===== src/rtl/buffer_write_scheduler_pkg.sv =====
// Shared types for the operand-buffer write scheduler.
//   sched_state_t : scheduler FSM state encoding
//   SEL_A / SEL_B : buf_sel_o encodings for operand buffer A / B
package buffer_sched_pkg;

  typedef enum logic [1:0] {
    IDLE    = 2'd0,
    GRANT_A = 2'd1,
    GRANT_B = 2'd2,
    DONE    = 2'd3
  } sched_state_t;

  localparam logic SEL_A = 1'b0;
  localparam logic SEL_B = 1'b1;

endpackage


===== src/rtl/buffer_write_scheduler_addr_counter.sv =====
// Write counter for one operand buffer.
//   clk, reset_n : clock, asynchronous active-low reset
//   clear_i      : zero the count (start of a job); wins over inc_i
//   inc_i        : one word was accepted for this buffer
//   count_o      : 16-bit words written this job, wraps modulo 2^16
//   addr_o       : low ADDR_WIDTH bits of the count (next write address)
//   half_o       : top address bit of the count; toggles every half wrap
module buffer_addr_counter #(
  parameter int ADDR_WIDTH = 10
) (
  input  logic                  clk,
  input  logic                  reset_n,
  input  logic                  clear_i,
  input  logic                  inc_i,
  output logic [15:0]           count_o,
  output logic [ADDR_WIDTH-1:0] addr_o,
  output logic                  half_o
);

  always_ff @(posedge clk or negedge reset_n) begin
    if (!reset_n) begin
      count_o <= '0;
    end else if (clear_i) begin
      count_o <= '0;
    end else if (inc_i) begin
      count_o <= count_o + 16'd1;
    end
  end

  assign addr_o = count_o[ADDR_WIDTH-1:0];
  assign half_o = count_o[ADDR_WIDTH-1];

endmodule


===== src/rtl/buffer_write_scheduler.sv =====
// Arbitrates loaders A and B onto one operand-buffer write port.
// Bursts of up to BURST_LEN words are granted round-robin, starting with A.
//   clk, reset_n            : clock, asynchronous active-low reset
//   start_i, words_a/b_i    : job start (IDLE only) and per-buffer word counts
//   a_*/b_*                 : loader streams (valid/ready)
//   buf_we/sel/addr/wdata_o : registered buffer write, one cycle after handshake
//   count_a/b_o, half_a/b_o : per-buffer write count and half-buffer flag
//   busy_o, done_o          : job in progress, one-cycle end-of-job pulse
//   state_o                 : FSM state for observation
//
// Handshake: a transfer happens in any cycle where valid and ready are both
// high. ready depends only on registered state and remaining count, never on
// valid, and at most one ready is high at a time. A loader holding the grant
// with valid low keeps the grant until its burst ends.
module buffer_write_scheduler
  import buffer_sched_pkg::*;
#(
  parameter int BUFFER_ADDRESS_WIDTH = 10,
  parameter int DATA_WIDTH           = 32,
  parameter int BURST_LEN            = 16
) (
  input  logic                            clk,
  input  logic                            reset_n,
  input  logic                            start_i,
  input  logic [15:0]                     words_a_i,
  input  logic [15:0]                     words_b_i,
  input  logic                            a_valid_i,
  input  logic [DATA_WIDTH-1:0]           a_data_i,
  output logic                            a_ready_o,
  input  logic                            b_valid_i,
  input  logic [DATA_WIDTH-1:0]           b_data_i,
  output logic                            b_ready_o,
  output logic                            buf_we_o,
  output logic                            buf_sel_o,
  output logic [BUFFER_ADDRESS_WIDTH-1:0] buf_addr_o,
  output logic [DATA_WIDTH-1:0]           buf_wdata_o,
  output logic [15:0]                     count_a_o,
  output logic [15:0]                     count_b_o,
  output logic                            half_a_o,
  output logic                            half_b_o,
  output logic                            busy_o,
  output logic                            done_o,
  output sched_state_t                    state_o
);

  localparam logic [15:0] BURST_LAST = 16'(BURST_LEN - 1);

  sched_state_t                    state;
  logic [15:0]                     rem_a, rem_b, burst_cnt;
  logic [15:0]                     rem_next;
  logic                            hs_a, hs_b, start_job, burst_end;
  logic [BUFFER_ADDRESS_WIDTH-1:0] addr_a, addr_b;

  assign a_ready_o = (state == GRANT_A) && (rem_a != 16'd0);
  assign b_ready_o = (state == GRANT_B) && (rem_b != 16'd0);
  assign hs_a      = a_valid_i && a_ready_o;
  assign hs_b      = b_valid_i && b_ready_o;
  assign start_job = (state == IDLE) && start_i;
  assign busy_o    = (state != IDLE);
  assign state_o   = state;

  // Remaining count of the granted side after this cycle's transfer.
  always_comb begin
    rem_next  = (state == GRANT_B) ? (rem_b - 16'd1) : (rem_a - 16'd1);
    burst_end = (hs_a || hs_b) && ((burst_cnt == BURST_LAST) || (rem_next == 16'd0));
  end

  buffer_addr_counter #(.ADDR_WIDTH(BUFFER_ADDRESS_WIDTH)) u_cnt_a (
    .clk     (clk),
    .reset_n (reset_n),
    .clear_i (start_job),
    .inc_i   (hs_a),
    .count_o (count_a_o),
    .addr_o  (addr_a),
    .half_o  (half_a_o)
  );

  buffer_addr_counter #(.ADDR_WIDTH(BUFFER_ADDRESS_WIDTH)) u_cnt_b (
    .clk     (clk),
    .reset_n (reset_n),
    .clear_i (start_job),
    .inc_i   (hs_b),
    .count_o (count_b_o),
    .addr_o  (addr_b),
    .half_o  (half_b_o)
  );

  always_ff @(posedge clk or negedge reset_n) begin
    if (!reset_n) begin
      state       <= IDLE;
      rem_a       <= '0;
      rem_b       <= '0;
      burst_cnt   <= '0;
      buf_we_o    <= 1'b0;
      buf_sel_o   <= SEL_A;
      buf_addr_o  <= '0;
      buf_wdata_o <= '0;
      done_o      <= 1'b0;
    end else begin
      buf_we_o <= hs_a || hs_b;
      done_o   <= 1'b0;

      // Address is the counter value before its increment.
      if (hs_a) begin
        buf_sel_o   <= SEL_A;
        buf_addr_o  <= addr_a;
        buf_wdata_o <= a_data_i;
      end else if (hs_b) begin
        buf_sel_o   <= SEL_B;
        buf_addr_o  <= addr_b;
        buf_wdata_o <= b_data_i;
      end

      case (state)
        IDLE: begin
          if (start_i) begin
            rem_a     <= words_a_i;
            rem_b     <= words_b_i;
            burst_cnt <= '0;
            if (words_a_i != 16'd0) begin
              state <= GRANT_A;
            end else if (words_b_i != 16'd0) begin
              state <= GRANT_B;
            end else begin
              state  <= DONE;
              done_o <= 1'b1;
            end
          end
        end
        GRANT_A: begin
          if (hs_a) begin
            rem_a <= rem_next;
            if (burst_end) begin
              burst_cnt <= '0;
              if (rem_b != 16'd0) begin
                state <= GRANT_B;
              end else if (rem_next == 16'd0) begin
                state  <= DONE;
                done_o <= 1'b1;
              end
            end else begin
              burst_cnt <= burst_cnt + 16'd1;
            end
          end
        end
        GRANT_B: begin
          if (hs_b) begin
            rem_b <= rem_next;
            if (burst_end) begin
              burst_cnt <= '0;
              if (rem_a != 16'd0) begin
                state <= GRANT_A;
              end else if (rem_next == 16'd0) begin
                state  <= DONE;
                done_o <= 1'b1;
              end
            end else begin
              burst_cnt <= burst_cnt + 16'd1;
            end
          end
        end
        DONE: state <= IDLE;
        default: state <= IDLE;
      endcase
    end
  end

endmodule


===== config.mk =====
export PLATFORM = sky130hd
export DESIGN_NAME = buffer_write_scheduler
export DESIGN_NICKNAME = d
export VERILOG_FILES = /design/src/rtl/buffer_write_scheduler_pkg.sv /design/src/rtl/buffer_write_scheduler_addr_counter.sv /design/src/rtl/buffer_write_scheduler.sv
export SDC_FILE = /design/constraint.sdc
export NUM_CORES = 1
export LEC_CHECK = 0
export CORE_MARGIN = 2
export CORE_UTILIZATION = 54
export DETAILED_ROUTE_END_ITERATION = 16
export GPL_TIMING_DRIVEN = 0
export PLACE_DENSITY = 0.91
export SETUP_SLACK_MARGIN = 0.05
export SKIP_LAST_GASP = 1
export SLEW_MARGIN = 20
export SYNTH_ARGS = -nofsm -noshare
export SYNTH_HDL_FRONTEND = slang
export SYNTH_SLANG_ARGS = --single-unit

===== constraint.sdc =====
create_clock -name clk -period 10.35 [get_ports clk]
set_input_delay 2.5875 -clock clk [delete_from_list [all_inputs] [get_ports clk]]
set_output_delay 2.5875 -clock clk [all_outputs]
set_load 0.02 [all_outputs]

==> impl_results.md, run 1 <==
* P&R area growth vs syn at 37.26%
* Hold endpoint: burst_cnt[1]
* Later-pin clock latency in the skew report at 0.43 ns
* Worst Tran Pin Value at about 0.83 ns
* Reg2Reg Depth at 16
* Kind of critical path: flop to flop
* Slew HR at 44.09%
* Distinct cells, synth at 66
* Area of the core at about 13,000 µm²
* Highest metal used: met4
* Reg power frac at 28.8%
* Post-synthesis compound-gate area fraction at between 10% and 20%
* CTS tree: done
* Post-Synthesis Mean Instance Area at around 8.7 µm²
* Wire length on met3 at around 2000 µm
* Nets@finish at 1,148
* Total number of vias at 7,579
* Post-CTS Hold Buffers at 0
* Met1 wire length at 9265 µm
* Port Buffer Count at 184
* CTS Buffer Depth at 2
* Seq/Total Area, Yosys at 44.10%
* Antenna violations before repair at 0
* CTS root buf: clkbuf_16
* Sw Share at 43.56%
* Gr usage total at 33.88%
* Overall power at 2.951 mW
* Most common cell after layout, fill and taps aside: clkdlybuf4s50_1
* Setup Viol. Count Final at 0
* CP endpoint kind: flop
* Fin area at 9892 µm²
* Post-Synthesis Net Count at between 900 and 1,000
* Cells after synthesis at 833
* Critical Path RT at 10.66 ns
* Synth top area share at 44.10%
* 1st-iter DRT viols at between 800 and 900
* Hold slack at about 0.53 ns
* Post-CTS sizing at 0
* YS warnings at 0
* Final Hold Vio Count at 0
* Post-CTS Setup Bufs at 0
* Mux cell area share after synthesis at 5.868%
* Clk sinks at roughly 130
* Hold Crit Depth at 2
* Routability cong. at a little under 1
* PwrDens at about 300 nW/µm²
* Most frequent cells in the layout: 183 x clkdlybuf4s50_1, 127 x nand2_1, 127 x dfrtp_1, 120 x nor2_1, 50 x a21oi_1
* Critical R2R Launch: state_o[1]
* WP data arrival at 6.42 ns
* Row count at 42
* Number of synthesized flops with an enable pin at 0
* Status: finished clean
* Antenna Nets Post-Route at 0
* Adder-cell share of the synthesized area at between 1.5 and 2%
* H-tree depth at 4
* Prevailing post-synth register cell: dfrtp_1
* DRT Wirelength at 24,000 µm
* Largest family of logic cells by synthesized area: simple AND/OR/NAND/NOR gates
* Critical Path Start Type: flop
* Clock share of power at 20.3%
* Cell count after placement at ~1,200
* Hold Path Origin: burst_cnt[1]
* Reg clk slew, reported paths at 0.06 ns
* Synth area leaders: dfrtp_1 44%, nand2_1 6.6%, nor2_1 6.3%
* Setup TNS at 0 ns
* DR WL/cell at 19.57 µm
* DIE AREA at around 14,000 µm²
* Slew Viols, Final at 0
* First-pass iteration count of the detailed router at 7
* Initial Util at 54.86%
* Clock Skew at 0.008331 ns
* Placed cell area at between 9000 and 10,000 µm²
* Total grt overflow at 0
* Critical Path, Cell by Cell: ha_1 > buf_4 > buf_6 > clkbuf_1 > buf_1 > buf_1 > mux2i_1 > ha_1 > xnor2_1 > a2111oi_0 > o211ai_1 > or3_4 > o41ai_4 > a21oi_2 > a21o_1 > a22o_1
* FF-to-FF End: burst_cnt[15]
* Max Cap Violations at 0
* Leak at 4.086 nW
* Slowest stage delay, CP at 0.64 ns
* Peak VDD IR at about 0.17 mV
* Async set-or-reset flop fraction in the synthesized netlist at 100.0%
* Slowest-stage cell, CP: a2111oi_0
* Critical path's top delay family: compound AO/OA/AOI/OAI gates
* Final period util at 58.95%
* Seq cells post-synth at roughly 130
* Switching power at 1.285 mW
* Critical-path maximum fanout at 10
* Worst path bufs/invs at 5
* Minimum clock period after layout at 6.102 ns
* HP Class: flop to flop
* Antenna Cells at 0
* HPWL Detailed at 16,950 µm
* I/O pin cnt at 185
* Fill count at a little under 900
* Internal power at between 1.5 and 2 mW
* Die span in y at ~120 µm
* Reg2reg setup slack at 4.25 ns
* DIE WIDTH at ~120 µm
* Post-DR vias/cell at just over 6
* Share of layout cells above drive strength 1 at 7.143%
* Non-filler instance count after layout at 1,226
* First-pass GRT wire length at 37,930 µm
* Mapped Area at 7207 µm²
* Largest net degree at the start of global routing at 99
* Met2 WL at 11,630 µm
* XOR/XNOR Fraction of Synth Area at between 4 and 5%
* Vias in the first global route at 7,269
* Simple-Gate Fraction of Synth Area at 24.48%
* RSZ-0062 raised after global routing: no
* Logic pwr share at 50.9%
* Total CTS buffers at 17
* Dominant cell type by area after synthesis: dfrtp_1
* DRC Markers at 0
* Highest clock rate at roughly 160 MHz
==> final cells by class <==
class	count	area [µm²]	share of cell area, %
plain buffers	44	210.2	2.125
multi-input cells	648	3771	38.12
flip-flops and latches	127	3178	32.13
repair buffers	185	1874	18.95
inverters	14	52.55	0.5312
clock buffers	23	478.0	4.832
clock inverters	9	107.6	1.088
well taps	176	220.2	2.226
==> registers in the layout (all words and copies together), names as in the netlist <==
signal           flops
buf_addr_o          10
buf_sel_o            1
buf_wdata_o         32
buf_we_o             1
burst_cnt           16
done_o               1
rem_a               16
rem_b               16
state_o              2
u_cnt_a.count_o     16
u_cnt_b.count_o     16
==> per-stage QoR <==
step                worst slack (ns)  utilization, %
finish                         4.248           75.30
global route                   4.085           75.30
CTS                            4.470           75.26
detailed placement             4.528           70.80
global placement               1.694           70.55
floorplan                      5.637               -
==> cell families after synthesis <==
family / Yosys count
xor+xnor: 35
mux: 40
flops: 127
fa+ha+maj: 10
buf+inv: 58
compound gates: 183
simple gates: 380
==> routing by layer <==
metal / vias up / GRT usage [%]
met4: 0 / 16.84
li1: 3380 / -
met5: - / 0
met1: 3622 / 43.05
met2: 478 / 55.25
met3: 99 / 6.939
==> Yosys cell counts, drive strengths merged, types with 2 or more instances <==
| cell type | n |
|---|---|
| a211oi | 9 |
| a21o | 6 |
| a21oi | 51 |
| a22o | 4 |
| a22oi | 2 |
| a31oi | 45 |
| and2 | 5 |
| and3 | 18 |
| buf | 16 |
| clkbuf | 28 |
| dfrtp | 127 |
| ha | 10 |
| inv | 13 |
| mux2 | 15 |
| mux2i | 25 |
| nand2 | 128 |
| nand3 | 32 |
| nand4 | 14 |
| nor2 | 120 |
| nor3 | 18 |
| nor3b | 4 |
| nor4 | 22 |
| o211ai | 6 |
| o21ai | 33 |
| o22ai | 10 |
| o31ai | 3 |
| o32ai | 2 |
| or3 | 8 |
| or4 | 4 |
| xnor2 | 16 |
| xor2 | 19 |
==> how the worst max path moves through the flow <==
stage,startpoint,to,slack [ns],cells after the start
floorplan,state_o[0],burst_cnt[15],5.64,17
global placement,reset_n,buf_wdata_o[7],1.69,1
detailed placement,state_o[1],burst_cnt[15],4.53,16
CTS,state_o[1],burst_cnt[15],4.47,16
global route,state_o[1],burst_cnt[15],4.08,16
finish,state_o[1],burst_cnt[15],4.25,16
==> tightest hold or removal path: stages, from the launching register on <==
cell and delay [ns]:
dfrtp_1 0.37, nand2_1 0.05, o21ai_0 0.07
==> power by group through the flow <==
stage / clock network, mW / logic, mW / registers [mW]
2_1_floorplan: 0 / 0.816 / 0.932
4_1_cts: 0.597 / 1.48 / 0.841
5_1_grt: 0.620 / 1.61 / 0.870
6_report: 0.599 / 1.50 / 0.850
3_5_place_dp: 0 / 1.46 / 0.843
3_3_place_gp: 0 / 1.42 / 0.837
(Power assumes the default switching activity.)
==> run 2: changes to the inputs <==
--- a/config.mk
+++ b/config.mk
@@ -6,10 +6,10 @@
 export NUM_CORES = 1
 export LEC_CHECK = 0
 export CORE_MARGIN = 2
-export CORE_UTILIZATION = 54
+export CORE_UTILIZATION = 45
 export DETAILED_ROUTE_END_ITERATION = 16
 export GPL_TIMING_DRIVEN = 0
-export PLACE_DENSITY = 0.91
+export PLACE_DENSITY = 0.81
 export SETUP_SLACK_MARGIN = 0.05
 export SKIP_LAST_GASP = 1
 export SLEW_MARGIN = 20
==> constraint.sdc (replaced) <==
create_clock -name clk -period 5.15 [get_ports clk]
set_input_delay 1.2875 -clock clk [delete_from_list [all_inputs] [get_ports clk]]
set_output_delay 1.2875 -clock clk [all_outputs]
set_load 0.02 [all_outputs]
==> run 2 against run 1 <==
Effect of this change: worst hold slack got worse by 0.022 ns; maximum frequency increased by 26%; critical endpoint unchanged; final area increased by 0.73%; clock skew about the same; total power increased by 99%; sequential power increased by 100%; register-to-register slack got worse by 3.9 ns; count of clock-buffer cells in the layout decreased by 5; sequential cell count unchanged.
==> impl_results.md, run 2 (synthesis gave the netlist of run 1 again) <==
* Status: finished clean
* Reg clk slew, reported paths at 0.06 ns
* Area of the core at ~16,000 µm²
* Most common cell after layout, fill and taps aside: clkdlybuf4s50_1
* Overall power at between 5 and 6 mW
* Row count at 46
* Total number of vias at about 7,300
* RSZ-0062 raised after global routing: no
* Non-filler instance count after layout at 1,266
* Setup WS pre-CTS at -0.8427 ns
* Final period util at 93.80%
* Setup ws final at 0.3194 ns
* WP data arrival at 5.14 ns
* Reg2reg setup slack at around 0.32 ns
* Worst Tran Pin Value at between 0.9 and 1 ns
* Port Buffer Count at 184
* First-pass GRT wire length at 35,870 µm
* Highest clock rate at around 210 MHz
* Setup TNS at 0 ns
* Critical Path Start Type: flop
* Antenna Nets Post-Route at 0
* CP endpoint kind: flop
* Nets@finish at 1,149
* Minimum clock period after layout at 4.831 ns
* DRT Wirelength at about 24,000 µm
* Share of layout cells above drive strength 1 at 7.905%
* Post-DR vias/cell at around 5.8
* Clock Skew at between 0.008 and 0.009 ns
* Vias in the first global route at 6,768
* Antenna violations before repair at 0
* CTS tree: done
* Gr usage total at 27.01%
* HP Class: flop to flop
* FF-to-FF End: burst_cnt[15]
* Max Cap Violations at 0
* First-pass iteration count of the detailed router at 5
* Slew Viols, Final at 0
* Antenna Cells at 0
* Slowest stage delay, CP at 0.58 ns
* Hold Path Origin: buf_sel_o
* CTS Buffer Depth at 2
* Final Hold Vio Count at 0
* Hold Crit Depth at 2
* Cell count after placement at between 1,000 and 1,500
* Kind of critical path: flop to flop
* Critical Path RT at 5.46 ns
* Slew HR at 38.83%
* HPWL Detailed at 17,580 µm
* Most frequent cells in the layout: 183 x clkdlybuf4s50_1, 127 x nand2_1, 127 x dfrtp_1, 120 x nor2_1, 50 x a21oi_1
* Initial Util at a little under half
* 1st-iter DRT viols at approximately 580
* DR WL/cell at roughly 19 µm
* Total CTS buffers at 17
* Max reg flops at 32
* Largest net degree at the start of global routing at between 80 and 90
* DRC Markers at 0
* Critical R2R Launch: state_o[0]
* H-tree depth at 4
* Critical Path, Cell by Cell: inv_1 > ha_1 > buf_4 > buf_6 > clkbuf_2 > buf_4 > mux2i_1 > ha_1 > o211ai_1 > or4_1 > a21oi_1 > nor3_1 > o41ai_4 > a21oi_2 > a21o_1 > a22o_1
* Leak at about 4.1 nW
* Total grt overflow at 0
* CTS root buf: clkbuf_16
* DIE WIDTH at 130.6 µm
* Later-pin clock latency in the skew report at 0.42 ns
* Clk sinks at 127
* Setup Viol. Count Final at 0
* Routability cong. at 0.9606
* Reg2Reg Depth at 16
* Peak VDD IR at 0.3075 mV
* PwrDens at 590.6 nW/µm²
* Slowest-stage cell, CP: or4_1
* I/O pin cnt at 185
* Post-Route Utilization at 63.19%
* Top reg by flops: buf_wdata_o
* Critical-path maximum fanout at 19
* P&R area growth vs syn at 38.26%
* Hold endpoint: buf_sel_o
* Die span in y at 130.6 µm
* DIE AREA at 17,040 µm²
[run 2: changes by cell type in the layout (fill, tap and decap cells not counted)]
cell / previous run / this run
clkbuf_8: 3 / 1
a2111oi_2: 0 / 1
nor3b_2: 1 / 2
a2111oi_0: 1 / 0
clkbuf_1: 31 / 27
buf_1: 8 / 6
buf_4: 5 / 8
clkinvlp_4: 2 / 3
nor3b_1: 3 / 2
clkbuf_2: 0 / 1
clkinv_4: 1 / 4
[run 2: how the worst max path moves through the flow]
stage | end | start
4_1_cts | burst_cnt[15] | state_o[0]
5_1_grt | burst_cnt[15] | state_o[0]
6_report | burst_cnt[15] | state_o[0]
3_3_place_gp | buf_wdata_o[0] | reset_n
2_1_floorplan | burst_cnt[15] | state_o[0]
3_5_place_dp | burst_cnt[15] | state_o[0]
[run 2: layout make-up]
| type | count | area, µm² |
|---|---|---|
| tap | 216 | 270.3 |
| inverter | 14 | 52.55 |
| buffer | 43 | 211.5 |
| timing repair buffer | 187 | 1889 |
| fill | 1351 | 5806 |
| clock inverter | 13 | 141.4 |
| multi-input combinational | 648 | 3782 |
| clock buffer | 18 | 439.2 |
| sequential | 127 | 3178 |
[run 2: repair_timing]
item	4_1_cts	5_1_grt
pin swaps	0	1
gates resized for setup	3	3
hold buffers	0	0
buffers inserted	0	2
setup endpoints to repair	19	18
[run 2: critical path, delay by kind of cell (launching register included)]
kind / cells / cell delay, ns
DFF: 1 / 0.44
buffers and inverters: 5 / 1.20
adders and majority gates: 2 / 0.45
and+or+nand+nor: 2 / 0.70
AOI/OAI and AO/OA: 6 / 1.61
muxes: 1 / 0.28
[run 2: per-layer routing]
layer / global-route usage, % / vias to the layer above / wire (µm)
li1: - / 3396 / -
met1: 38.16 / 3530 / 10210
met2: 41.61 / 331 / 11080
met3: 4.601 / 60 / 1524
met4: 10.64 / 0 / 731
met5: 0 / - / 0
[run 2: power breakdown]
part | internal, mW | total, mW | switching (mW)
clock network | 0.723 | 1.19 | 0.465
logic | 1.24 | 2.99 | 1.75
registers | 1.36 | 1.71 | 0.345
total | 3.32 | 5.89 | 2.56
[run 2: through the flow]
step / area, µm² / hold WS, ns
5_1_grt: 9965 / 0.5546
3_3_place_gp: 9319 / 0.4848
3_5_place_dp: 9351 / 0.5005
4_1_cts: 9933 / 0.5130
2_1_floorplan: 7207 / 0.4677
6_report: 9965 / 0.5060
==> run 3: changes to the inputs <==
--- a/config.mk
+++ b/config.mk
@@ -5,6 +5,7 @@
 export SDC_FILE = /design/constraint.sdc
 export NUM_CORES = 1
 export LEC_CHECK = 0
+export CAP_MARGIN = 0
 export CORE_MARGIN = 2
 export CORE_UTILIZATION = 45
 export DETAILED_ROUTE_END_ITERATION = 16
==> results of run 3 <==
Final layout, timing and power as in run 2 (identical DEF).
